--- config.mk ---
export PLATFORM = sky130hd
export DESIGN_NAME = compare_sweep
export DESIGN_NICKNAME = d
export VERILOG_FILES = /design/src/rtl/compare_sweep.sv
export SDC_FILE = /design/constraint.sdc
export NUM_CORES = 1
export LEC_CHECK = 0
export ABC_AREA = 1
export CORE_UTILIZATION = 55
export CTS_BUF_LIST = sky130_fd_sc_hd__clkbuf_8 sky130_fd_sc_hd__clkbuf_16
export DETAILED_ROUTE_END_ITERATION = 12
export GPL_TIMING_DRIVEN = 0
export PLACE_DENSITY = 0.95
export SYNTH_ARGS = -nofsm -noshare
export SYNTH_HDL_FRONTEND = slang
export SYNTH_SLANG_ARGS = --single-unit
export TNS_END_PERCENT = 5
--- constraint.sdc ---
create_clock -name clk -period 3.1 [get_ports clk]
set_input_delay 0.775 -clock clk [delete_from_list [all_inputs] [get_ports clk]]
set_output_delay 0.775 -clock clk [all_outputs]
set_load 0.02 [all_outputs]
--- src/rtl/compare_sweep.sv ---
// =============================================================================
// Module      : compare_sweep
// Description : Sweeps a 4-bit comparison unit through equal/greater/less/max
//               for one latched operand pair and checks each result against
//               an internal reference.
// Revision    : 1.0 - initial release
// =============================================================================
`default_nettype none

module compare_sweep #(
    parameter int SETTLE = 1
) (
    input  logic       clk,
    input  logic       reset,
    input  logic       start,
    input  logic [3:0] X_in,
    input  logic [3:0] Y_in,
    input  logic [3:0] f,
    output logic [3:0] X,
    output logic [3:0] Y,
    output logic [1:0] select,
    output logic       busy,
    output logic       done,
    output logic       eq,
    output logic       gt,
    output logic       lt,
    output logic [3:0] max,
    output logic [3:0] mismatch
);

    typedef enum logic [1:0] {
        S_IDLE   = 2'd0,
        S_WAIT   = 2'd1,
        S_SAMPLE = 2'd2,
        S_DONE   = 2'd3
    } state_t;

    localparam logic [3:0] C_RELOAD = 4'(SETTLE - 1);

    state_t     r_state;
    logic [3:0] r_cnt;
    logic       r_cap_eq;
    logic       r_cap_gt;
    logic       r_cap_lt;
    logic [2:0] r_mis;

    logic [3:0] w_expect;
    logic       w_miss;

    always_comb begin
        w_expect = 4'd0;
        unique case (select)
            2'd0:    w_expect = {3'b000, X == Y};
            2'd1:    w_expect = {3'b000, X > Y};
            2'd2:    w_expect = {3'b000, X < Y};
            default: w_expect = (X < Y) ? Y : X;
        endcase
    end

    assign w_miss = (f != w_expect);

    always_ff @(posedge clk or posedge reset) begin
        if (reset) begin
            r_state  <= S_IDLE;
            r_cnt    <= 4'd0;
            r_cap_eq <= 1'b0;
            r_cap_gt <= 1'b0;
            r_cap_lt <= 1'b0;
            r_mis    <= 3'd0;
            X        <= 4'd0;
            Y        <= 4'd0;
            select   <= 2'd0;
            busy     <= 1'b0;
            done     <= 1'b0;
            eq       <= 1'b0;
            gt       <= 1'b0;
            lt       <= 1'b0;
            max      <= 4'd0;
            mismatch <= 4'd0;
        end else begin
            done <= 1'b0;
            unique case (r_state)
                S_IDLE: begin
                    if (start) begin
                        X       <= X_in;
                        Y       <= Y_in;
                        select  <= 2'd0;
                        r_cnt   <= C_RELOAD;
                        busy    <= 1'b1;
                        r_state <= S_WAIT;
                    end
                end
                S_WAIT: begin
                    if (r_cnt == 4'd0) begin
                        r_state <= S_SAMPLE;
                    end else begin
                        r_cnt <= r_cnt - 4'd1;
                    end
                end
                S_SAMPLE: begin
                    if (select == 2'd3) begin
                        // Publish on entry to DONE so done is high for the whole DONE cycle;
                        // the max sample bypasses its capture slot.
                        eq       <= r_cap_eq;
                        gt       <= r_cap_gt;
                        lt       <= r_cap_lt;
                        max      <= f;
                        mismatch <= {w_miss, r_mis};
                        done     <= 1'b1;
                        busy     <= 1'b0;
                        r_state  <= S_DONE;
                    end else begin
                        unique case (select)
                            2'd0: begin
                                r_cap_eq <= f[0];
                                r_mis[0] <= w_miss;
                            end
                            2'd1: begin
                                r_cap_gt <= f[0];
                                r_mis[1] <= w_miss;
                            end
                            default: begin
                                r_cap_lt <= f[0];
                                r_mis[2] <= w_miss;
                            end
                        endcase
                        select  <= select + 2'd1;
                        r_cnt   <= C_RELOAD;
                        r_state <= S_WAIT;
                    end
                end
                default: begin
                    r_state <= S_IDLE;
                end
            endcase
        end
    end

endmodule

`default_nettype wire

==> qor.yml <==
ctsResizeCount: 0
timing.final.hold_violations: 0
ys_ff_latch: 35
num_vias: 1558
worstPathMaxFanout: 6
slowest_delay_ps: 650
min_period_ps: 2170
nets: 291
clockBufferDepth: 2
io_buffers: 37
worstSkewPairLatency_ps: 290
routed_wl_mm: 3.78
grt_max_degree: 36
syn2layout_area_growth_pct: 29.3
min_to: "lt"
netlist_area_mm2: 0.00185
hold_depth: 2
yosysUniqueCellTypes: 26
switchingPower_uw: 891
dr.pass1.iters: 4
grt_pass1_vias: 1551
numCtsBuffers: 5
insertedDiodeCount: 0
endpoint_kind: "primary output"
hold_path.startpoint: "lt"
yosysWarnings: 0
antenna_found_initial: 0
floorplan.die.height_um: 60.1
avgSynthCellArea_um2: 8.43
die_x_um: 60.1
p_leak_uw: 0.00123
cp_slowest_cell: "clkdlybuf4s50_1"
rows: 20
tns_ps: 0
vdd_drop_max_uv: 620
core_mm2: 0.00313
cp.required_ps: 2320
drv_cap: 0
drtAntennaViolNets: 0
dieArea_mm2: 0.00361
crit_arrival_ps: 1400
setup_viol: 0
grt_usage_pct: 25.5
crit_cells: 1
wl_per_cell_um: 12.2
outcome: "completed"
h-tree-depth: 2
synthDominantAreaCellType: "dfrtp_1"
power_density_mw_per_mm2: 904
hold_path.class: "flip-flop to flip-flop"
synth_area_leaders: "dfrtp_1 (47%), nand2_1 (13%), ha_1 (8.1%), inv_1 (6.1%), nand3_1 (3.5%)"
synth_fp_nets: 247
grt_first_pass_wirelength_mm: 6.56
period_share_pct: 70.2
gp_congestion: 0.728
cts_hold_buf: 0
clkPwrFrac_pct: 19.7
dpl.hpwl_mm: 2.70
final_cells: 309
cts_root_buffer: "clkbuf_8"
r2r_slack_ps: 1260
crit_chain: "clkdlybuf4s50_1"
power_frac_seq_pct: 32.3
crit_type: "flip-flop to primary output"
relSlewSlack_pct: 52.6
drc: 0
power_frac_comb_pct: 48.0
fmax_mhz: 460
drt-vias-per-instance: 5.04
drt_iter0_drc: 93
swShare_pct: 41.2
io_pins: 38
clock_sinks: 35
cts_tree: "yes"
placed_cells: 301
worst-path-buf-inv: 1
worst-slew-pin-transition_ps: 710
slew_viol_final: 0
start_util_pct: 59.3
gr-total-overflow: 0
skew_ps: 7.43
drive_gt1_share_pct: 12.5
synth_seq_area_share_pct: 47.2
crit_family: "buffers and inverters"
clkTransAtPathRegs_ps: 70
r2r-end: "r_mis[0]"
rsz0062_at_grt: "no"
postCtsSetupRepairBufs: 0
cp-start-kind: "flip-flop"
reg2reg_depth: 14
netlist_instances: 220
synth_top_cell_area_share_pct: 47.2
p_int_uw: 1270
reg2reg_from: "Y[3]"
[power groups by stage]
stage	registers, µW	clock network [µW]	logic, µW
final	699	427	1040
after global routing	715	451	1160
after CTS	698	429	1040
after detailed placement	705	0	1020
after global placement	700	0	974
after floorplan	783	0	634
[registers in the layout (all words and copies together) (netlist names)]
name      cells
busy          1
max           4
r_mis         3
r_state       2
eq            1
r_cnt         4
r_cap_eq      1
gt            1
mismatch      4
lt            1
r_cap_gt      1
Y             4
done          1
select        2
X             4
r_cap_lt      1
[how the worst max path moves through the flow]
stage	startpoint	to	slack [ps]
finish	select[0]	select[0]	930
global route	select[0]	select[0]	860
CTS	select[0]	select[0]	920
detailed placement	reset	X[3]	770
global placement	reset	X[3]	820
floorplan	Y[3]	mismatch[3]	1360
[Yosys cell counts (all sizes together)]
master	count
nor3b	1
a21oi	9
o22ai	2
buf	3
nand3	15
nand2	72
ha	12
nor2	17
dfrtp	35
o21ai	13
inv	35
xnor2	1
nor3	1
nand4	4
[layout make-up]
| cell class | instances | area [µm²] |
|---|---|---|
| Fill cell | 217 | 731 |
| Clock inverter | 2 | 35.0 |
| Timing Repair Buffer | 37 | 370 |
| Clock buffer | 6 | 82.6 |
| Sequential cell | 35 | 876 |
| Inverter | 35 | 134 |
| Tap cell | 44 | 55.1 |
| Buffer | 3 | 23.8 |
| Multi-Input combinational cell | 147 | 821 |
[metal layers]
layer	track usage [%]	wire length, µm
met1	28.3	1580
met2	46.3	2010
met3	6.49	125
met4	9.63	61
met5	0	0
[metrics by stage]
step	hold slack, ps	total power (µW)	util [%]	instance area [µm²]	worst slack (ps)
finish	472	2170	76.6	2400	925
global route	495	2320	76.6	2400	861
CTS	475	2170	76.6	2400	920
detailed placement	457	1730	72.9	2280	765
global placement	452	1670	72.9	2280	820
floorplan	449	1420	-	1850	1360
[cells in the final DEF, fill, tap and decap left out, types with 2 or more instances in the layout]
master           netlist  routed
nand4_1                4       4
o21ai_2                2       2
inv_2                  4       5
a21oi_1                9       9
ha_1                  12      12
nand3_2                2       2
o21ai_0               10      10
clkbuf_8               0       6
inv_1                 30      29
nor2_4                 2       2
nand3_1               13      13
dfrtp_1               35      35
clkdlybuf4s50_1        0      37
nor2_8                 2       2
o22ai_1                2       2
nand2_1               66      66
nor2_1                12      12
nand2_2                5       5
[logic make-up (layout without fill, tap and decap cells)]
logic type	Yosys count	after routing	share of synthesized area (%)
AND/OR/NAND/NOR	110	110	28.7
flip-flops	35	35	47.2
buffers and inverters	38	83	8.50
AO/OA/AOI/OAI	24	24	7.02
XOR/XNOR	1	1	0.472
adder cells (fa/ha/maj)	12	12	8.10
No activity file was read; power rests on OpenSTA's default activity.
